$ cat src/rtl/t03_mem_pkg.sv
// Shared width codes, FSM states and steering helpers for the data memory handler.
package t03_mem_pkg;

    localparam logic [2:0] W_B  = 3'b000;
    localparam logic [2:0] W_H  = 3'b001;
    localparam logic [2:0] W_W  = 3'b010;
    localparam logic [2:0] W_BU = 3'b100;
    localparam logic [2:0] W_HU = 3'b101;

    typedef enum logic [1:0] {
        IDLE = 2'd0,
        REQ  = 2'd1,
        DONE = 2'd2
    } state_t;

    // Request attributes latched when a legal request is accepted.
    typedef struct packed {
        logic [2:0] width;
        logic [1:0] off;
        logic       we;
    } req_t;

    function automatic logic req_illegal(input logic rd, input logic wr,
                                         input logic [2:0] w, input logic [1:0] off);
        logic bad;
        bad = rd & wr;
        case (w)
            W_B, W_BU: ;
            W_H, W_HU: bad = bad | off[0];
            W_W:       bad = bad | (off != 2'b00);
            default:   bad = 1'b1;
        endcase
        // Unsigned widths only make sense for loads.
        if (wr && w[2]) bad = 1'b1;
        return bad;
    endfunction

    function automatic logic [3:0] strobe(input logic [2:0] w, input logic [1:0] off);
        logic [3:0] s;
        case (w)
            W_B, W_BU: s = 4'b0001 << off;
            W_H, W_HU: s = 4'b0011 << off;
            default:   s = 4'b1111;
        endcase
        return s;
    endfunction

    function automatic logic [31:0] store_lanes(input logic [2:0] w, input logic [31:0] sd);
        logic [31:0] d;
        case (w)
            W_B:     d = {4{sd[7:0]}};
            W_H:     d = {2{sd[15:0]}};
            default: d = sd;
        endcase
        return d;
    endfunction

endpackage

$ cat src/rtl/t03_load_extend.sv
// Selects the addressed byte/halfword lane of a read word and sign/zero extends it.
module t03_load_extend
    import t03_mem_pkg::*;
(
    input  logic [31:0] dat,
    input  logic [1:0]  off,
    input  logic [2:0]  width,
    output logic [31:0] ext
);

    logic [31:0] lane;

    assign lane = dat >> {off, 3'b000};

    always_comb begin
        ext = '0;
        case (width)
            W_B:     ext = {{24{lane[7]}}, lane[7:0]};
            W_H:     ext = {{16{lane[15]}}, lane[15:0]};
            W_W:     ext = dat;
            W_BU:    ext = {24'h0, lane[7:0]};
            W_HU:    ext = {16'h0, lane[15:0]};
            default: ext = '0;
        endcase
    end

endmodule

$ cat src/rtl/t03_data_mem_handler.sv
// Converts one datapath load/store into a single word-bus transaction and stalls the CPU until it
// completes, aborts on timeout, or is rejected as illegal.
module t03_data_mem_handler
    import t03_mem_pkg::*;
#(
    parameter int unsigned TIMEOUT = 255
) (
    input  logic        clk,
    input  logic        rst,
    input  logic        mem_read,
    input  logic        mem_write,
    input  logic [2:0]  data_width,
    input  logic [31:0] addr,
    input  logic [31:0] store_data,
    output logic [31:0] load_data,
    output logic        freeze,
    output logic        mem_err,
    output logic        bus_cyc,
    output logic        bus_we,
    output logic [3:0]  bus_sel,
    output logic [31:0] bus_adr,
    output logic [31:0] bus_dat_o,
    input  logic [31:0] bus_dat_i,
    input  logic        bus_ack
);

    localparam int unsigned CNT_W = (TIMEOUT > 2) ? $clog2(TIMEOUT) : 1;

    state_t      state, state_nx;
    req_t        req_q, req_d;
    logic [CNT_W-1:0] cnt_q, cnt_d;
    logic [31:0] load_d, adr_d, dat_o_d, ext;
    logic [3:0]  sel_d;
    logic        err_d, cyc_d, we_d;
    logic        request, illegal, timed_out;

    assign request   = mem_read | mem_write;
    assign illegal   = req_illegal(mem_read, mem_write, data_width, addr[1:0]);
    assign timed_out = (cnt_q == CNT_W'(TIMEOUT - 1));

    // Stall while a request waits in IDLE or the bus is busy; DONE lets the CPU advance.
    assign freeze = ~rst & (((state == IDLE) & request) | (state == REQ));

    t03_load_extend u_load_extend (
        .dat   (bus_dat_i),
        .off   (req_q.off),
        .width (req_q.width),
        .ext   (ext)
    );

    always_ff @(posedge clk) begin
        if (rst) state <= IDLE;
        else     state <= state_nx;
    end

    always_comb begin
        state_nx = state;
        case (state)
            IDLE:    if (request) state_nx = illegal ? DONE : REQ;
            REQ:     if (bus_ack || timed_out) state_nx = DONE;
            DONE:    state_nx = IDLE;
            default: state_nx = IDLE;
        endcase
    end

    // Next values of the registered outputs, request latch and timeout counter.
    always_comb begin
        req_d   = req_q;
        cnt_d   = cnt_q;
        load_d  = load_data;
        err_d   = 1'b0;
        cyc_d   = bus_cyc;
        we_d    = bus_we;
        sel_d   = bus_sel;
        adr_d   = bus_adr;
        dat_o_d = bus_dat_o;
        case (state)
            IDLE: begin
                cnt_d = '0;
                if (request) begin
                    if (illegal) begin
                        err_d  = 1'b1;
                        load_d = '0;
                    end else begin
                        req_d.width = data_width;
                        req_d.off   = addr[1:0];
                        req_d.we    = mem_write;
                        cyc_d       = 1'b1;
                        we_d        = mem_write;
                        sel_d       = strobe(data_width, addr[1:0]);
                        adr_d       = {addr[31:2], 2'b00};
                        dat_o_d     = mem_write ? store_lanes(data_width, store_data) : 32'h0;
                    end
                end
            end
            REQ: begin
                if (bus_ack) begin
                    cyc_d  = 1'b0;
                    cnt_d  = '0;
                    load_d = req_q.we ? 32'h0 : ext;
                end else if (timed_out) begin
                    cyc_d  = 1'b0;
                    cnt_d  = '0;
                    err_d  = 1'b1;
                    load_d = '0;
                end else begin
                    cnt_d = cnt_q + CNT_W'(1);
                end
            end
            default: cnt_d = '0;
        endcase
    end

    always_ff @(posedge clk) begin
        if (rst) begin
            req_q     <= '0;
            cnt_q     <= '0;
            load_data <= '0;
            mem_err   <= 1'b0;
            bus_cyc   <= 1'b0;
            bus_we    <= 1'b0;
            bus_sel   <= '0;
            bus_adr   <= '0;
            bus_dat_o <= '0;
        end else begin
            req_q     <= req_d;
            cnt_q     <= cnt_d;
            load_data <= load_d;
            mem_err   <= err_d;
            bus_cyc   <= cyc_d;
            bus_we    <= we_d;
            bus_sel   <= sel_d;
            bus_adr   <= adr_d;
            bus_dat_o <= dat_o_d;
        end
    end

endmodule
$ cat config.mk
export PLATFORM = sky130hd
export DESIGN_NAME = t03_data_mem_handler
export DESIGN_NICKNAME = d
export VERILOG_FILES = /design/src/rtl/t03_mem_pkg.sv /design/src/rtl/t03_load_extend.sv /design/src/rtl/t03_data_mem_handler.sv
export SDC_FILE = /design/constraint.sdc
export NUM_CORES = 1
export LEC_CHECK = 0
export CAP_MARGIN = 20
export CELL_PAD_IN_SITES_DETAIL_PLACEMENT = 1
export CELL_PAD_IN_SITES_GLOBAL_PLACEMENT = 2
export CORE_ASPECT_RATIO = 1.2
export CORE_MARGIN = 2
export CORE_UTILIZATION = 25
export CTS_CLUSTER_DIAMETER = 100
export DETAILED_ROUTE_END_ITERATION = 7
export PLACE_DENSITY_LB_ADDON = 0.1
export SYNTH_ARGS = -nofsm -noshare
export SYNTH_HDL_FRONTEND = slang
export SYNTH_SLANG_ARGS = --single-unit
$ cat constraint.sdc
create_clock -name clk -period 2.45 [get_ports clk]
set_input_delay 0.3675 -clock clk [delete_from_list [all_inputs] [get_ports clk]]
set_output_delay 0.3675 -clock clk [all_outputs]
set_load 0.05 [all_outputs]
* Word-level counts from Yosys, hierarchy flattened
Index checks and enable logic that the tools add are counted.
Storage, ports and cells: register bits 116, output and inout bits 104
Cells by class: muxes and demuxes 26, eq/ne operators 15, shift-type cells 3, add/sub/neg operators 1, bitwise logic cells 10, reductions and logical operators 14
Operator list (count):
- 32-bit two-way mux | 6
- 32-bit one-hot mux with 5 select lines | 1
- 32-bit one-hot mux with 2 select lines | 2
- 32-bit by 5-bit >> shifter with 16-bit output | 1
- 3-bit equality test (second input constant) | 4
- 1-bit two-way mux | 9
- 8-bit by 1-bit adder with 8-bit output (second input constant) | 1
- 8-bit equality test (second input constant) | 1
- 4-bit one-hot mux with 2 select lines | 1
- 4-bit AND reduction | 2
- 3-bit by 1-bit equality test with 1-bit output (second input constant) | 2
- 3-bit by 2-bit equality test with 1-bit output (second input constant) | 2
- 3-bit zero test | 2
- 2-bit two-way mux | 3
- 2-bit inequality test (second input constant) | 3
- 1-bit OR | 4
- 1-bit one-hot mux with 2 select lines | 2
- 2-bit one-hot mux with 2 select lines | 1
- 2-bit nonzero test | 2
- 2-bit OR reduction | 2
- 4-bit OR reduction | 1
- 1-bit by 2-bit << shifter with 4-bit output (first input constant) | 1
- 2-bit by 2-bit << shifter with 4-bit output (first input constant) | 1
- 1-bit bitwise AND | 3
- 10 further kinds | 12

* Depth between registers and ports, before layout
Gate-level depths: netlist of the first run.
depth after elaboration 7, gate-level depth with buffers 7, depth with buffers taken out 5

* Cells and area by module
From an unflattened synthesis of the first run, not the netlist that was laid out.
Unflattened totals: cells, all modules 629, area total of the unflattened synthesis 5819.3 sq um
Modules (own cells, without submodules):
- t03_data_mem_handler | sequential area each 2322.2 sq um, times used 1, area each 4982.3 sq um, cells each 515
- t03_load_extend | sequential area each 0.0 sq um, times used 1, area each 837.1 sq um, cells each 114

* Worst setup path before layout of the first run
Ideal clock, no wire load.
kind input to register, start point input port data_width[0], end point register load_data[5], required time 2.391 ns, setup time 0.059 ns, path slack 0.636 ns, buffers on the path 3, arrival 1.755 ns, stages 7, cells stage by stage buf_6 o41ai_4 nand3_2 buf_6 a221oi_4 buf_6 a22o_2
On the way: word-level cells in the longest chain between the ends 6
RTL lines:
- start: declaration | RTL line t03_data_mem_handler.sv:12 | input logic [2:0] data_width,
- 3-bit by 1-bit equality test with 1-bit output, or another cell as far along | RTL line t03_mem_pkg.sv:27 | case (w)
- 2-bit OR reduction | RTL line t03_mem_pkg.sv:27
- 1-bit one-hot mux with 3 select lines * | RTL line t03_mem_pkg.sv:27
- 1-bit two-way mux * | RTL line t03_mem_pkg.sv:34 | if (wr && w[2]) bad = 1'b1;
- 2-bit inequality test (no line) *
- 4-bit AND reduction (no line) *
- end signal: assignment | RTL line t03_data_mem_handler.sv:128 | load_data <= load_d;
- end: declaration | RTL line t03_data_mem_handler.sv:15 | output logic [31:0] load_data,
Every way passes the cells marked *; elsewhere a longest branch is shown, timed or not. A chain may end at the register's enable or synchronous reset.

* Worst setup path after layout of the first run
start point register bus_dat_o[10], end point output port bus_dat_o[10]
RTL lines:
- start: declaration | RTL line t03_data_mem_handler.sv:22 | output logic [31:0] bus_dat_o,
- start signal: assignment | RTL line t03_data_mem_handler.sv:134 | bus_dat_o <= dat_o_d;
No word-level cell between the ends.

==> flow_metrics.py, run 1 <==
metrics = {
    "critical_path": {
        "crit_path_start_kind": "flop",
        "end_kind": "primary output",
        "crit_buf_inv": 1,
        "crit_required_ns": 2.08,
        "slowest_stage": "clkdlybuf4s50_1",
        "worst-setup-path-type": "reg -> out",
        "reg2reg_from": "req_q[4]$_SDFFE_PP0P_",
        "r2r_setup_slack_ns": 0.53,
        "worstPathArrival_ns": 1.60,
        "crit_chain": "clkdlybuf4s50_1",
        "critPathMaxFanout": 2,
        "slowest_delay_ns": 0.86,
        "critPathTopFamily": "buffers and inverters",
        "reg2reg_depth": 4,
        "r2r-end": "load_data[23]$_SDFFE_PP0P_",
    },
    "floorplan": {
        "dieArea_um2": 22700,
        "initial_core_util": 0.256,
        "rows": 58,
        "die_h_um": 165,
        "core_area_um2": 21000,
        "dieWidth_um": 138,
        "io-pin-count": 208,
    },
    "routing": {
        "routed_wl_mm": 20.5,
        "wl_per_cell_um": 19.0,
        "first_pass_iters": 4,
        "detail_route.iter0.violations": 180,
        "num_vias": 5431,
        "antenna_left": 0,
        "vias_per_cell": 5.04,
        "drc": 0,
    },
    "clocking": {
        "cts_resized": 0,
        "hold_buffers": 0,
        "numClockSinks": 116,
        "worstSkewPairLatency_ns": 0.41,
        "cts_buffers": 17,
        "clk_pin_slew_worst_paths_ns": 0.05,
        "cts_tree": "yes",
        "cts_setup_buffers": 0,
        "htreeDepth": 4,
        "clockBufferDepth": 2,
        "cts_root_buf": "clkbuf_16",
    },
    "global_route": {
        "grt_pass1_vias": 5813,
        "grt_pass1_wl_mm": 31.8,
        "grt_overflow": 0,
        "track_usage": 0.182,
        "antenna_found_initial": 1,
        "grt_max_degree": 76,
    },
    "outcome": {
        "status": "complete, no violations",
    },
    "synthesis": {
        "ys_seq_area_frac": 0.431,
        "synthDistinctLibCells": 58,
        "ys.flop_type": "dfxtp_1",
        "synthesis.area_um2": 5390,
        "yosysWarnings": 0,
        "synth_edf_count": 0,
        "syn_inst": 606,
        "synth-seq-cells": 116,
        "syn-mean-instance-area_um2": 8.89,
        "async_flop_share": 0,
    },
    "timing": {
        "fin_skew_ns": 0.0108,
        "finalHoldViolCount": 0,
        "setup_tns_ns": 0,
        "finalSetupViolations": 0,
        "fmax_mhz": 509,
        "rsz0062_at_grt": "false",
        "worstMarginPinSlew_ns": 0.853,
        "period_needed_ns": 1.96,
        "drv_slew": 0,
        "slew_headroom": 0.431,
        "timing.final.crit_share": 0.801,
    },
    "final_layout": {
        "final_common_cell": "clkdlybuf4s50_1",
        "synthToLayoutAreaGrowth_pct": 55.3,
        "layout_common_cells": "clkdlybuf4s50_1, dfxtp_1, o21ai_0",
        "stdcell_area_um2": 8370,
        "fill_cells": 2403,
        "drive_gt1_frac": 0.114,
        "finish.net_count": 900,
    },
    "placed_design": {
        "dp_hpwl_mm": 14.8,
        "gp_congestion": 0.837,
        "io_buffers": 205,
        "place_area_um2": 7750,
    },
    "min_path": {
        "hold_path_depth": 3,
        "hold_path.class": "in -> reg",
        "whs_endpoint": "mem_err$_SDFF_PP0_",
        "min_from": "rst",
    },
    "pwr": {
        "peakVddDrop_v": 0.000464,
        "power_density_nw_per_um2": 702,
        "power.leakage_nw": 2.89,
    },
    "run": {
        "drv_cap": 0,
    },
}
## registers in the layout (all words and copies together), names as in the netlist
signal and count:
bus_adr 30, bus_cyc 1, bus_dat_o 32, bus_sel 4, cnt_q 8, load_data 32, mem_err 1, req_q 6
state 2
## cells by family after synthesis
kind of cell | synth area share
buffers and inverters | 0.0629
AOI/OAI and AO/OA | 0.304
xor gates and xnor gates | 0.00976
and+or+nand+nor | 0.119
adders and majority gates | 0.00465
DFF | 0.431
other | 0.000696
muxes | 0.0674
## metrics by stage
stage	hold slack, ns	total power [mW]	util	cells	setup WS [ns]
floorplan	0.453	2.76	-	607	0.636
global placement	0.446	3.28	0.368	1045	0.145
detailed placement	0.449	3.29	0.368	1045	0.0601
CTS	0.278	5.96	0.397	1077	0.443
global route	0.320	6.15	0.398	1078	0.319
finish	0.306	5.87	0.398	1078	0.487
## final cells by class
class / count / area, um^2 / area share
tap: 270 / 338 / 0.0404
clock inverter: 10 / 154 / 0.0184
timing repair buffer: 232 / 2320 / 0.278
sequential: 116 / 2320 / 0.278
inverter: 7 / 26.3 / 0.00314
antenna: 1 / 2.50 / 0.000299
multi-input combinational: 420 / 2740 / 0.327
clock buffer: 22 / 464 / 0.0555
## cell usage after synthesis, types with 3 or more instances
cell,instances,area share
mux2_2,16,0.033
buf_4,3,0.0042
xor2_1,5,0.0081
nand2_1,35,0.024
a22o_2,3,0.0056
a2bb2oi_1,8,0.013
a21oi_1,74,0.069
buf_2,13,0.012
nor3_1,6,0.0056
dfxtp_1,116,0.43
a22o_1,15,0.024
o211ai_1,8,0.011
nand3_1,39,0.036
nor2b_1,3,0.0035
o21ai_0,77,0.072
mux2i_1,16,0.030
nor2_1,16,0.011
o2bb2ai_1,25,0.041
clkbuf_1,41,0.029
a22oi_1,10,0.014
a211oi_1,18,0.025
buf_6,6,0.013
inv_1,7,0.0049
## layer usage
layer  track usage  routed length (um)
met3        0.0559                1360
met4        0.0631                 462
met1         0.211                8310
met2         0.314               10300
met5             0                   0
## worst max path at each step
| stage | start | to | slack [ns] | cells past startpoint |
|---|---|---|---|---|
| finish | bus_dat_o[10]$_SDFFE_PP0P_ | bus_dat_o[10] | 0.49 | 1 |
| CTS | req_q[0]$_SDFFE_PP0P_ | bus_we | 0.44 | 1 |
| global placement | mem_write | bus_dat_o[27]$_SDFFE_PP0P_ | 0.15 | 6 |
| global route | data_width[2] | bus_sel[1]$_SDFFE_PP0P_ | 0.32 | 5 |
| floorplan | data_width[0] | load_data[5]$_SDFFE_PP0P_ | 0.64 | 7 |
| detailed placement | mem_write | bus_sel[1]$_SDFFE_PP0P_ | 0.06 | 5 |
## power by group
group	switching (mW)	leakage [nW]	internal [mW]
Clock	0.882	0.308	1.75
Sequential	0.0482	0.941	1.97
Combinational	0.733	1.64	0.493
Note: power is estimated with default switching activity, not from simulation.
==> run 2: changes to the inputs <==
--- a/config.mk
+++ b/config.mk
@@ -10,7 +10,7 @@
 export CELL_PAD_IN_SITES_GLOBAL_PLACEMENT = 2
 export CORE_ASPECT_RATIO = 1.2
 export CORE_MARGIN = 2
-export CORE_UTILIZATION = 25
+export CORE_UTILIZATION = 23
 export CTS_CLUSTER_DIAMETER = 100
 export DETAILED_ROUTE_END_ITERATION = 7
 export PLACE_DENSITY_LB_ADDON = 0.1
==> constraint.sdc (replaced) <==
create_clock -name clk -period 1.8 [get_ports clk]
set_input_delay 0.27 -clock clk [delete_from_list [all_inputs] [get_ports clk]]
set_output_delay 0.27 -clock clk [all_outputs]
set_load 0.05 [all_outputs]
==> flow_metrics.py, run 2 (same netlist as run 1, synthesis figures left out) <==
metrics = {
    "timing": {
        "worstMarginPinSlew_ns": 0.531,
        "period_needed_ns": 1.72,
        "timing.final.crit_share": 0.958,
        "fin_ws_ns": 0.0751,
        "finalHoldViolCount": 0,
        "slew_headroom": 0.648,
        "finalSetupViolations": 0,
        "rsz0062_at_grt": "false",
        "fin_skew_ns": 0.00947,
        "holdWs_ns": 0.377,
        "drv_slew": 0,
        "setup_tns_ns": 0,
        "fmax_mhz": 580,
    },
    "final_layout": {
        "layout_common_cells": "dfxtp_1, clkdlybuf4s50_1, buf_4",
        "synthToLayoutAreaGrowth_pct": 58.4,
        "finish.net_count": 932,
        "seqCellArea_um2": 2320,
        "stdcell_area_um2": 8530,
        "multiInputGateArea_um2": 2760,
        "final_common_cell": "dfxtp_1",
        "fill_cells": 2692,
        "top_regs": "bus_dat_o (32), load_data (32), bus_adr (30)",
        "drive_gt1_frac": 0.207,
    },
    "pwr": {
        "peakVddDrop_v": 0.000627,
        "seq_power_share": 0.357,
        "p_sw_mw": 2.36,
        "p_sw_frac": 0.307,
        "power_density_nw_per_um2": 898,
        "comb_power_share": 0.234,
        "p_int_mw": 5.31,
        "p_clk_frac": 0.409,
        "power.leakage_nw": 3.39,
        "power_mw": 7.66,
    },
    "floorplan": {
        "rows": 61,
        "dieArea_um2": 24700,
        "io-pin-count": 208,
        "dieWidth_um": 144,
        "die_h_um": 172,
        "core_area_um2": 23100,
        "initial_core_util": 0.233,
    },
    "routing": {
        "first_pass_iters": 4,
        "drc": 0,
        "detail_route.iter0.violations": 224,
        "routed_wl_mm": 21.6,
        "num_vias": 5623,
        "wl_per_cell_um": 18.7,
        "vias_per_cell": 4.87,
        "antenna_left": 0,
    },
    "placed_design": {
        "place_area_um2": 7970,
        "gp_congestion": 0.802,
        "io_buffers": 205,
        "dp_hpwl_mm": 15.5,
        "place_ws_ns": -0.465,
    },
    "clocking": {
        "worstSkewPairLatency_ns": 0.41,
        "cts_buffers": 17,
        "cts_tree": "yes",
        "cts_root_buf": "clkbuf_16",
        "numClockSinks": 116,
        "htreeDepth": 4,
        "clockBufferDepth": 2,
        "clk_pin_slew_worst_paths_ns": 0.06,
    },
    "global_route": {
        "antenna_found_initial": 1,
        "grt_max_degree": 75,
        "grt_pass1_wl_mm": 33.2,
        "track_usage": 0.175,
        "grt_pass1_vias": 5992,
        "grt_overflow": 0,
    },
    "run": {
        "drv_cap": 0,
    },
    "critical_path": {
        "end_kind": "flop",
        "crit_required_ns": 2.13,
        "critPathMaxFanout": 16,
        "worstPathArrival_ns": 2.06,
        "crit_chain": "clkdlybuf4s50_1 > buf_4 > or4bb_4 > o22ai_4 > buf_12 > a211oi_1 > o2bb2ai_1",
        "critPathLaunch": "bus_dat_i[23]",
        "worst-setup-path-type": "in -> reg",
        "crit_path_start_kind": "input pin",
        "slowest_delay_ns": 0.55,
        "reg2reg_from": "req_q[2]$_SDFFE_PP0P_",
        "slowest_stage": "clkdlybuf4s50_1",
    },
    "outcome": {
        "status": "complete, no violations",
    },
    "min_path": {
        "hold_path.class": "in -> reg",
        "min_from": "rst",
    },
}
-- run 2: cell type report --
cell class	count	area share
timing repair buffer	264	0.291
multi-input combinational	420	0.324
inverter	7	0.00308
antenna	1	0.000293
sequential	116	0.272
tap	315	0.0462
clock inverter	8	0.00601
clock buffer	24	0.0576
-- run 2: worst max-delay path: cells and delay by family --
kind            cells  cell delay, ns
simple gates        1            0.54
buf+inv             3            0.87
compound gates      3            0.38
-- run 2: path summary, 6_finish.rpt --
kind                                              endpoint  slack, ns  depth (start not counted)
worst max-delay path            load_data[19]$_SDFFE_PP0P_       0.08                          7
worst min-delay path                    mem_err$_SDFF_PP0_       0.38                          4
worst max register to register   load_data[9]$_SDFFE_PP0P_       0.11                          5
worst min register to register   load_data[6]$_SDFFE_PP0P_       0.46                          1
-- run 2: layer usage --
layer | routed length, um | vias up | global-route usage | part of all wire
li1 | - | 2687 | - | -
met1 | 9240 | 2753 | 0.208 | 0.43
met2 | 10600 | 159 | 0.299 | 0.49
met3 | 1390 | 24 | 0.0523 | 0.064
met4 | 378 | 0 | 0.0597 | 0.018
met5 | 0 | - | 0 | 0
-- run 2: stage by stage --
step,cells,utilization
floorplan,607,-
global placement,1117,0.344
detailed placement,1117,0.344
CTS,1153,0.368
global route,1155,0.369
finish,1155,0.369
-- run 2: power by group through the flow --
stage | Clock (mW) | Sequential (mW) | Combinational, mW
6_report | 3.13 | 2.73 | 1.79
5_1_grt | 3.35 | 2.75 | 1.92
4_1_cts | 3.23 | 2.73 | 1.80
3_5_place_dp | 0 | 2.79 | 1.80
3_3_place_gp | 0 | 2.78 | 1.78
2_1_floorplan | 0 | 3.10 | 0.664
-- run 2: what timing repair did --
action / CTS / global route
pin swaps: 3 / 3
hold buffers: 0 / 0
endpoints found under the setup margin: 86 / 46
gates cloned: 1 / 0
gates resized for setup: 61 / 30
buffers inserted: 3 / 1
